[config.mk]
export PLATFORM = sky130hd
export DESIGN_NAME = pipe_tag_ctrl_flat
export DESIGN_NICKNAME = d
export VERILOG_FILES = /design/src/rtl/pipe_tag_ctrl_if.sv /design/src/rtl/pipe_tag_ctrl.sv /design/src/flat_wrapper.sv
export SDC_FILE = /design/constraint.sdc
export NUM_CORES = 1
export LEC_CHECK = 0
export BUFFER_PORTS_ARGS = -buffer_cell sky130_fd_sc_hd__buf_2
export CAP_MARGIN = 15
export CORE_ASPECT_RATIO = 1.75
export CORE_UTILIZATION = 40
export CTS_CLUSTER_DIAMETER = 30
export DETAILED_ROUTE_END_ITERATION = 10
export PLACE_DENSITY = 0.71
export REMOVE_ABC_BUFFERS = 1
export SYNTH_ARGS = -nofsm -noshare
export SYNTH_HDL_FRONTEND = slang
export SYNTH_SLANG_ARGS = --single-unit
[constraint.sdc]
create_clock -name clk -period 2.1 [get_ports clk]
set_clock_uncertainty 0.1 [all_clocks]
set_input_delay 0.42 -clock clk [delete_from_list [all_inputs] [get_ports clk]]
set_output_delay 0.42 -clock clk [all_outputs]
set_load 0.01 [all_outputs]
[src/rtl/pipe_tag_ctrl_if.sv]
// Request/response bundle between tag lookup clients and pipe_tag_ctrl.
// The master modport is the client side; the slave modport is the controller.
interface pipe_tag_ctrl_if #(
  parameter int TAG_WIDTH   = 22,
  parameter int INDEX_WIDTH = 4
);
  logic                   lk_valid;
  logic                   lk_ready;
  logic [INDEX_WIDTH-1:0] lk_index;
  logic [TAG_WIDTH-1:0]   lk_tag;

  logic                   rsp_valid;
  logic                   rsp_hit;
  logic [INDEX_WIDTH-1:0] rsp_index;

  logic                   fill_valid;
  logic                   fill_ready;
  logic [INDEX_WIDTH-1:0] fill_index;
  logic [TAG_WIDTH-1:0]   fill_tag;

  logic                   inv_valid;
  logic                   inv_ready;
  logic [INDEX_WIDTH-1:0] inv_index;

  logic                   flush;
  logic                   init_done;

  modport master (
    output lk_valid, lk_index, lk_tag,
    output fill_valid, fill_index, fill_tag,
    output inv_valid, inv_index,
    output flush,
    input  lk_ready, fill_ready, inv_ready,
    input  rsp_valid, rsp_hit, rsp_index,
    input  init_done
  );

  modport slave (
    input  lk_valid, lk_index, lk_tag,
    input  fill_valid, fill_index, fill_tag,
    input  inv_valid, inv_index,
    input  flush,
    output lk_ready, fill_ready, inv_ready,
    output rsp_valid, rsp_hit, rsp_index,
    output init_done
  );
endinterface

[src/rtl/pipe_tag_ctrl.sv]
// Controller for a 1W/1R pipelined tag SRAM with no reset of its own.
// Sweeps the array to invalid after reset and on flush, arbitrates the
// write port between invalidate and fill (inv first, with a fairness
// streak so fills are not starved), and returns lookup hit/miss one
// cycle after acceptance, forwarding a same-cycle write to the same set.
module pipe_tag_ctrl #(
  parameter int TAG_WIDTH   = 22,
  parameter int INDEX_WIDTH = 4,
  parameter int STREAK_MAX  = 4
) (
  input  logic                   clk,
  input  logic                   rst_n,
  pipe_tag_ctrl_if.slave         bus,
  output logic                   sram_csb0,
  output logic [INDEX_WIDTH-1:0] sram_addr0,
  output logic [TAG_WIDTH:0]     sram_din0,
  output logic                   sram_csb1,
  output logic [INDEX_WIDTH-1:0] sram_addr1,
  input  logic [TAG_WIDTH:0]     sram_dout1
);

  localparam int DEPTH    = 1 << INDEX_WIDTH;
  localparam int STREAK_W = $clog2(STREAK_MAX + 1);
  localparam logic [INDEX_WIDTH-1:0] LAST_IDX   = INDEX_WIDTH'(DEPTH - 1);
  localparam logic [STREAK_W-1:0]    STREAK_LIM = STREAK_W'(STREAK_MAX);

  typedef enum logic [1:0] {
    START = 2'd0,
    SWEEP = 2'd1,
    RUN   = 2'd2
  } state_t;

  state_t                 state;
  state_t                 state_nxt;
  logic [INDEX_WIDTH-1:0] sweep_cnt;
  logic [INDEX_WIDTH-1:0] sweep_cnt_nxt;
  logic [STREAK_W-1:0]    streak;
  logic [STREAK_W-1:0]    streak_nxt;
  logic                   fill_grant;
  logic                   inv_grant;

  // Acceptance-cycle (p0) lookup controls
  logic                   lk_fire_p0;
  logic                   fwd_sel_p0;

  // Response-cycle (p1) registers
  logic                   vld_p1;
  logic                   fwd_sel_p1;
  logic [TAG_WIDTH:0]     fwd_word_p1;
  logic [TAG_WIDTH-1:0]   tag_p1;
  logic [INDEX_WIDTH-1:0] idx_p1;
  logic [TAG_WIDTH:0]     word_p1;

  // A stored word hits when it is valid and its tag field matches.
  function automatic logic tag_hit(input logic [TAG_WIDTH:0]   word,
                                   input logic [TAG_WIDTH-1:0] tag);
    return word[TAG_WIDTH] && (word[TAG_WIDTH-1:0] == tag);
  endfunction

  // Next state, write-port arbitration and SRAM port drive.
  always_comb begin
    state_nxt     = state;
    sweep_cnt_nxt = sweep_cnt;
    streak_nxt    = streak;
    bus.lk_ready  = 1'b0;
    fill_grant    = 1'b0;
    inv_grant     = 1'b0;
    sram_csb0     = 1'b1;
    sram_addr0    = '0;
    sram_din0     = '0;
    sram_csb1     = 1'b1;
    sram_addr1    = '0;
    unique case (state)
      START: begin
        state_nxt     = SWEEP;
        sweep_cnt_nxt = '0;
      end
      SWEEP: begin
        sram_csb0     = 1'b0;
        sram_addr0    = sweep_cnt;
        sweep_cnt_nxt = sweep_cnt + INDEX_WIDTH'(1);
        if (sweep_cnt == LAST_IDX) begin
          state_nxt = RUN;
        end
      end
      RUN: begin
        bus.lk_ready = 1'b1;
        if (bus.lk_valid) begin
          sram_csb1  = 1'b0;
          sram_addr1 = bus.lk_index;
        end
        if (bus.flush) begin
          // Flush owns this cycle: no writes, restart the sweep.
          state_nxt     = SWEEP;
          sweep_cnt_nxt = '0;
        end else begin
          fill_grant = bus.fill_valid && (!bus.inv_valid || (streak == STREAK_LIM));
          inv_grant  = bus.inv_valid && !fill_grant;
          if (fill_grant) begin
            sram_csb0  = 1'b0;
            sram_addr0 = bus.fill_index;
            sram_din0  = {1'b1, bus.fill_tag};
          end else if (inv_grant) begin
            sram_csb0  = 1'b0;
            sram_addr0 = bus.inv_index;
          end
          if (fill_grant) begin
            streak_nxt = '0;
          end else if (inv_grant && bus.fill_valid) begin
            streak_nxt = streak + STREAK_W'(1);
          end
        end
      end
      default: begin
        state_nxt = START;
      end
    endcase
    // A fill that stops waiting forfeits its accumulated claim.
    if (!bus.fill_valid) begin
      streak_nxt = '0;
    end
  end

  assign bus.fill_ready = fill_grant;
  assign bus.inv_ready  = inv_grant;
  assign bus.init_done  = (state == RUN);

  assign lk_fire_p0 = (state == RUN) && bus.lk_valid;
  // The array only reflects this cycle's write one edge later, so the
  // lookup must take the write word instead of the SRAM output.
  assign fwd_sel_p0 = !sram_csb0 && (sram_addr0 == bus.lk_index);

  // Control state: FSM, sweep counter, fairness streak, response valid.
  always_ff @(posedge clk or negedge rst_n) begin
    if (!rst_n) begin
      state     <= START;
      sweep_cnt <= '0;
      streak    <= '0;
      vld_p1    <= 1'b0;
    end else begin
      state     <= state_nxt;
      sweep_cnt <= sweep_cnt_nxt;
      streak    <= streak_nxt;
      vld_p1    <= lk_fire_p0;
    end
  end

  // ---- p0 -> p1: capture lookup operands and bypass word ----
  always_ff @(posedge clk) begin
    if (lk_fire_p0) begin
      tag_p1      <= bus.lk_tag;
      idx_p1      <= bus.lk_index;
      fwd_sel_p1  <= fwd_sel_p0;
      fwd_word_p1 <= sram_din0;
    end
  end

  assign word_p1       = fwd_sel_p1 ? fwd_word_p1 : sram_dout1;
  assign bus.rsp_valid = vld_p1;
  assign bus.rsp_hit   = vld_p1 && tag_hit(word_p1, tag_p1);
  assign bus.rsp_index = vld_p1 ? idx_p1 : '0;

endmodule
[src/flat_wrapper.sv]
// flat-port wrapper written by rule: the top's interface ports become plain ports
module pipe_tag_ctrl_flat 
#(
  parameter int TAG_WIDTH   = 22,
  parameter int INDEX_WIDTH = 4,
  parameter int STREAK_MAX  = 4
)
  (clk, rst_n, sram_csb0, sram_addr0, sram_din0, sram_csb1, sram_addr1, sram_dout1, bus_lk_valid, bus_lk_index, bus_lk_tag, bus_fill_valid, bus_fill_index, bus_fill_tag, bus_inv_valid, bus_inv_index, bus_flush, bus_lk_ready, bus_fill_ready, bus_inv_ready, bus_rsp_valid, bus_rsp_hit, bus_rsp_index, bus_init_done);
  pipe_tag_ctrl_if #(.TAG_WIDTH(TAG_WIDTH), .INDEX_WIDTH(INDEX_WIDTH)) bus_i ();
  input  logic clk;
  input  logic rst_n;
  output logic sram_csb0;
  output logic [INDEX_WIDTH-1:0] sram_addr0;
  output logic [TAG_WIDTH:0] sram_din0;
  output logic sram_csb1;
  output logic [INDEX_WIDTH-1:0] sram_addr1;
  input  logic [TAG_WIDTH:0] sram_dout1;
  input wire logic [$bits(bus_i.lk_valid)-1:0] bus_lk_valid;
  input wire logic [$bits(bus_i.lk_index)-1:0] bus_lk_index;
  input wire logic [$bits(bus_i.lk_tag)-1:0] bus_lk_tag;
  input wire logic [$bits(bus_i.fill_valid)-1:0] bus_fill_valid;
  input wire logic [$bits(bus_i.fill_index)-1:0] bus_fill_index;
  input wire logic [$bits(bus_i.fill_tag)-1:0] bus_fill_tag;
  input wire logic [$bits(bus_i.inv_valid)-1:0] bus_inv_valid;
  input wire logic [$bits(bus_i.inv_index)-1:0] bus_inv_index;
  input wire logic [$bits(bus_i.flush)-1:0] bus_flush;
  output wire logic [$bits(bus_i.lk_ready)-1:0] bus_lk_ready;
  output wire logic [$bits(bus_i.fill_ready)-1:0] bus_fill_ready;
  output wire logic [$bits(bus_i.inv_ready)-1:0] bus_inv_ready;
  output wire logic [$bits(bus_i.rsp_valid)-1:0] bus_rsp_valid;
  output wire logic [$bits(bus_i.rsp_hit)-1:0] bus_rsp_hit;
  output wire logic [$bits(bus_i.rsp_index)-1:0] bus_rsp_index;
  output wire logic [$bits(bus_i.init_done)-1:0] bus_init_done;
  assign bus_i.lk_valid = bus_lk_valid;
  assign bus_i.lk_index = bus_lk_index;
  assign bus_i.lk_tag = bus_lk_tag;
  assign bus_i.fill_valid = bus_fill_valid;
  assign bus_i.fill_index = bus_fill_index;
  assign bus_i.fill_tag = bus_fill_tag;
  assign bus_i.inv_valid = bus_inv_valid;
  assign bus_i.inv_index = bus_inv_index;
  assign bus_i.flush = bus_flush;
  assign bus_lk_ready = bus_i.lk_ready;
  assign bus_fill_ready = bus_i.fill_ready;
  assign bus_inv_ready = bus_i.inv_ready;
  assign bus_rsp_valid = bus_i.rsp_valid;
  assign bus_rsp_hit = bus_i.rsp_hit;
  assign bus_rsp_index = bus_i.rsp_index;
  assign bus_init_done = bus_i.init_done;
  pipe_tag_ctrl #(.TAG_WIDTH(TAG_WIDTH), .INDEX_WIDTH(INDEX_WIDTH), .STREAK_MAX(STREAK_MAX)) u_core (.clk(clk), .rst_n(rst_n), .bus(bus_i), .sram_csb0(sram_csb0), .sram_addr0(sram_addr0), .sram_din0(sram_din0), .sram_csb1(sram_csb1), .sram_addr1(sram_addr1), .sram_dout1(sram_dout1));
endmodule
# Yosys cells after proc, flatten, opt, wreduce, memory -nomap -nowiden
# Index checks and enable logic that the tools add are counted.
# totals
reg_bits,60
out_inout_bits,43
wordCells,69
# classes
reduce_logical,16
eq_ne,11
addsub,2
n_mux,32
# ops
operator,n
two-way mux 23 bit,4
two-way mux 4 bit,7
== test 22 bit,1
two-way mux 3 bit,5
case mux 4 bit (3 select lines),1
two-way mux 1 bit,10
case mux 4 bit (2 select lines),1
logical AND 1 bit,7
case mux 2 bit (3 select lines),1
"adder 4 x 1 -> 4 bit, second input constant",1
== test 4 bit,1
"== test 4 bit, second input constant",1
two-way mux 2 bit,2
"!= test 2 x 1 -> 1 bit, second input constant",2
"!= test 2 bit, second input constant",2
AND reduction 2 bit,2
"adder 3 x 1 -> 3 bit, second input constant",1
"== test 3 bit, second input constant",1
logical NOT 1 bit,3
"!= test 3 x 1 -> 1 bit, second input constant",1
AND reduction 3 bit,1
nonzero test 3 bit,1
"== test 2 x 1 -> 1 bit, second input constant",1
"== test 2 bit, second input constant",1
3 further kinds,3

# Depth between registers and ports, before layout
# depth
ltp_word,11
ltp_mapped,9

# Least setup slack after synthesis
# Ideal clock, no wire load.
# synth_timing
kind,reg-to-reg
start,reg u_core.state[0]
end,reg u_core.fwd_sel_p1 (enable)
setup_slack_ns,-0.391
setup_ns,0.405
path_stages_with_launch,6
synth_period_minus_slack_ns,2.491
t_arrival_ns,1.986
path_cell_list,dfrtp_1 > inv_1 > ha_1 > buf_6 > nand2_1 > inv_1
# synth_between
elab_chain_cells,2
# synth_rtl
item,line_no,source
from (decl),pipe_tag_ctrl.sv:33,state_t state;
from (signal assigned),pipe_tag_ctrl.sv:141,state <= state_nxt;
== test 2 bit,n/a,
named net bus_init_done,flat_wrapper.sv:33,output wire logic [$bits(bus_i.init_done)-1:0] bus_init_done;
logical AND 1 bit,pipe_tag_ctrl.sv:128,assign lk_fire_p0 = (state == RUN) && bus.lk_valid;
named net u_core.lk_fire_p0,pipe_tag_ctrl.sv:43,logic lk_fire_p0;
to (signal assigned),pipe_tag_ctrl.sv:153,fwd_sel_p1 <= fwd_sel_p0;
to (decl),pipe_tag_ctrl.sv:48,logic fwd_sel_p1;
# The timed path passes the listed nets, and every way through them passes these cells.
# A chain may end at the register's enable or synchronous reset.

# Worst setup path in the final report
# layout_timing
start,reg u_core.fwd_sel_p1
end,out bus_rsp_hit
# layout_between
elab_chain_cells,4
# layout_rtl
item,line_no,source
two-way mux 23 bit *,pipe_tag_ctrl.sv:158,assign word_p1 = fwd_sel_p1 ? fwd_word_p1 : sram_dout1;
== test 22 bit,pipe_tag_ctrl.sv:57,return word[TAG_WIDTH] && (word[TAG_WIDTH-1:0] == tag);
logical AND 1 bit *,pipe_tag_ctrl.sv:57,
logical AND 1 bit *,pipe_tag_ctrl.sv:160,"assign bus.rsp_hit = vld_p1 && tag_hit(word_p1, tag_p1);"
to (decl),flat_wrapper.sv:31,output wire logic [$bits(bus_i.rsp_hit)-1:0] bus_rsp_hit;
# Mark *: on every way between the ends. The rest lies on a longest branch, timed or not.

==> results.txt <==
----------------------------------------------------
[Clock network]
  CTS Buf Count ... 9
  # H-tree levels ... 3
  Clock latency of the later-clocked register in the worst-skew pair ... 320 ps
  Root buffer cell ... sky130_fd_sc_hd__clkbuf_16
  Buffers from clock root to sink, at most ... 2
  Clock Sinks ... 60
  Clock transition at path regs ... 50 ps
  Clock tree from TritonCTS ... done

[Finish]
  Number of diodes ... 0
  Cell Count, Final, Fillers Out ... 512
  Final cell area excluding filler cells ... 4861 um^2
  Multi-input gate area in the final layout ... 1345 um^2
  Nets ... 513
  Final Util ... 0.6673
  Layout cells sized above 1 ... 0.5822
  Layout filler cell count ... 532
  Area taken by flip-flops and latches ... 1752 um^2
  Growth of design area from synthesis to finish ... 60.87%

[Yosys]
  Cell area after technology mapping ... 3022 um^2
  Synth cell types ... 42
  Syn. warnings ... 0
  Portion of the post-synthesis area used by sequential elements ... 0.5797
  Post-synthesis average cell area ... 12.91 um^2
  Fraction of registers with async set/reset ... 0.1667
  Cell count after synthesis ... 234
  Top cell type by total area after synthesis ... sky130_fd_sc_hd__edfxtp_1
  Top-area cell type share of the netlist area ... 0.4969
  Most common flop cell mapped by yosys ... sky130_fd_sc_hd__edfxtp_1
  Number of synthesized flops with an enable pin ... 50
  Largest cells by area after synthesis ... sky130_fd_sc_hd__edfxtp_1 50%, sky130_fd_sc_hd__dfrtp_1 8.3%, sky130_fd_sc_hd__mux2i_1 8.0%, sky130_fd_sc_hd__and2_1 5.4%, sky130_fd_sc_hd__xor2_1 4.6%
  Number of storage elements in the synthesis netlist ... 60

[Power]
  Static leakage ... 2.194 nW
  Power consumption ... 0.004106 W
  Net switching share of the total power ... 0.2818
  NetSw ... 0.001157 W
  Peak VDD IR ... 0.4966 mV
  Reg power frac ... 0.373
  Share of total power in combinational logic ... 0.306
  Share of power burned in the clock network ... 0.321
  Design internal power ... 0.002949 W
  Total power per unit cell area ... 844.6 nW/um^2

[STA]
  Setup repair after global routing missed its margin ... yes
  Min setup slack post-route ... -663.3 ps
  Max-slew headroom ... 0.7332
  Min Clock Period, post-route ... 2763 ps
  Hold Violations, Final ... 0
  Transition time at the pin with the least slew margin ... 399.0 ps
  Final count of negative-setup-slack endpoints ... 30
  F_max ... 0.3619 GHz
  Number of max-slew violations in the final report ... 0
  Share of the cycle needed by the critical path after routing ... 1.316

[Placement]
  I/O Buffers ... 127
  Pre-CTS worst setup slack ... -359.4 ps
  Area post-placement ... 3918 um^2
  Post-Place Cells ... 464
  Placer Congestion ... 0.8152
  Dpl hpwl ... 5.356 mm

[Setup path]
  Nature of the critical path startpoint ... register
  Arr. time, crit path ... 2240 ps
  Setup crit end kind ... output pin
  Maximum fanout encountered on the critical timing path ... 7
  Crit path kind ... register to output pin
  Worst endpoint required time ... 1580 ps

[GRT]
  Overall global routing resource usage ... 0.2040
  Pin count of the biggest net entering global routing ... 52
  Number of antenna violations at the first check in global routing ... 0
  First-pass GRT wire length ... 11.36 mm
  Number of global-route vias before repair ... 2517
  Overflow after GRT ... 0

[Min path]
  Type of the worst min-delay path ... input pin to register

[Routing]
  Detailed-route wire length per cell ... 15.53 um
  DR vias ... 2542
  Detailed-route DRC error count ... 0
  Number of DRC markers in iteration 0 ... 119
  Routed wire length on met2 ... 4.588 mm
  Post-detailed-route via-to-cell ratio ... 4.965
  DRT Pass-1 Iters ... 4
  Top sig layer ... met4
  Wire length on met1 ... 2.773 mm
  Met3 wirelength from detailed routing ... 423 um
  Count of nets left with antenna violations after detail routing ... 0
  Final WL ... 7.952 mm

[Flow run]
  Max cap viols ... 0

[Outcome]
  Run status ... finished, violations left
  Failing checks ... negative setup slack

[Die]
  Die footprint ... 7919 um^2
  Initial core utilization ... 0.4148
  Horiz. Die Dim ... 67.70 um
  I/O pin cnt ... 128
  Height of the die ... 117.0 um
  Standard-cell row count ... 41
  Core region area ... 7284 um^2

----------------------------------------------------
==> layout make-up <==
type	count	area share
flip-flops and latches	60	0.3604
inverters	8	0.006950
clock buffers	14	0.05431
clock inverters	2	0.002059
multi-input cells	157	0.2767
repair buffers	185	0.2775
well taps	86	0.02214
==> path summary, 6_finish.rpt <==
| kind | startpoint | to | slack [ps] | cells after the start |
|---|---|---|---|---|
| min in group asynchronous | rst_n | u_core.streak[2] | 400 | 2 |
| max in group asynchronous | rst_n | u_core.state[1] | 1300 | 2 |
| max | u_core.fwd_sel_p1 | bus_rsp_hit | -660 | 7 |
| max reg2reg | u_core.state[0] | u_core.fwd_sel_p1 | -120 | 9 |
| min reg2reg | u_core.sweep_cnt[1] | u_core.sweep_cnt[1] | 460 | 2 |
| min | bus_lk_tag[1] | u_core.tag_p1[1] | 180 | 1 |
==> cell usage after synthesis, types with 2 or more instances <==
master,count
sky130_fd_sc_hd__a21oi_1,3
sky130_fd_sc_hd__and2_1,26
sky130_fd_sc_hd__mux2_2,2
sky130_fd_sc_hd__buf_2,3
sky130_fd_sc_hd__a21boi_0,2
sky130_fd_sc_hd__ha_1,7
sky130_fd_sc_hd__dfrtp_1,10
sky130_fd_sc_hd__nor4_1,3
sky130_fd_sc_hd__mux2i_1,24
sky130_fd_sc_hd__and3_1,5
sky130_fd_sc_hd__buf_4,2
sky130_fd_sc_hd__nor2_1,11
sky130_fd_sc_hd__buf_6,3
sky130_fd_sc_hd__a222oi_1,3
sky130_fd_sc_hd__o21ai_0,6
sky130_fd_sc_hd__xnor2_1,6
sky130_fd_sc_hd__and4_1,2
sky130_fd_sc_hd__inv_1,8
sky130_fd_sc_hd__nor3_1,4
sky130_fd_sc_hd__nand2_1,10
sky130_fd_sc_hd__nor3b_1,2
sky130_fd_sc_hd__xor2_1,16
sky130_fd_sc_hd__nand3_1,3
sky130_fd_sc_hd__nand4_1,4
sky130_fd_sc_hd__edfxtp_1,50
sky130_fd_sc_hd__nand2b_1,3
==> registers in the layout (all words and copies together) (netlist names) <==
| name | flops |
|---|---|
| u_core.bus.rsp_valid | 1 |
| u_core.fwd_sel_p1 | 1 |
| u_core.fwd_word_p1 | 23 |
| u_core.idx_p1 | 4 |
| u_core.state | 2 |
| u_core.streak | 3 |
| u_core.sweep_cnt | 4 |
| u_core.tag_p1 | 22 |
==> layer usage <==
layer,global-route usage,vias up
li1,-,1229
met3,0.05717,15
met1,0.1970,1207
met4,0.1007,0
met5,0,-
met2,0.3789,91
==> critical path, cell delays in order, from the launching register on <==
cell,delay [ps]
sky130_fd_sc_hd__edfxtp_1,330
sky130_fd_sc_hd__buf_6,150
sky130_fd_sc_hd__mux2i_2,250
sky130_fd_sc_hd__xor2_1,160
sky130_fd_sc_hd__nand4_1,120
sky130_fd_sc_hd__or4_4,580
sky130_fd_sc_hd__nor4_4,160
sky130_fd_sc_hd__buf_2,170
==> cell families after synthesis <==
logic type,synth area share
buffers and inverters,0.03229
AOI/OAI and AO/OA,0.05342
and+or+nand+nor,0.1549
xor gates and xnor gates,0.06377
DFF,0.5797
adders and majority gates,0.02898
muxes,0.08696
==> metrics by stage <==
step / hold WS, ps / TNS, ps
final: 177.9 / -7396
after CTS: 164.4 / -7646
after floorplan: 24.41 / -30390
after global placement: 202.6 / -619.0
after global routing: 158.9 / -9531
after detailed placement: 204.3 / -817.4
==> layout by cell type, fill, tap and decap left out, drive strengths merged, types with 4 or more instances in the layout <==
cell	n
nor3	4
nand4	4
o21ai	6
mux2i	24
and3	6
clkbuf	15
inv	7
xor2	16
xnor2	6
buf	183
dfrtp	10
nor4	4
ha	7
nor2	11
edfxtp	50
and2	26
nand2	10
==> power by group through the flow <==
stage	registers [W]	clock network [W]	logic, W
final	0.00153	0.00132	0.00126
after global routing	0.00154	0.00140	0.00137
after CTS	0.00153	0.00134	0.00112
after detailed placement	0.00154	0	0.00100
after global placement	0.00154	0	0.000975
after floorplan	0.00155	0	0.000542
==> repair_timing <==
| action | 4_1_cts | 5_1_grt |
|---|---|---|
| hold buffers | 1 | 0 |
| hold endpoints to repair | 10 | 0 |
| pin swaps | 15 | 26 |
| cloned | 2 | 1 |
| resized for setup | 70 | 26 |
| setup endpoints to repair | 31 | 32 |
| buffers inserted | 16 | 17 |
No activity file was read; power rests on OpenSTA's default activity.
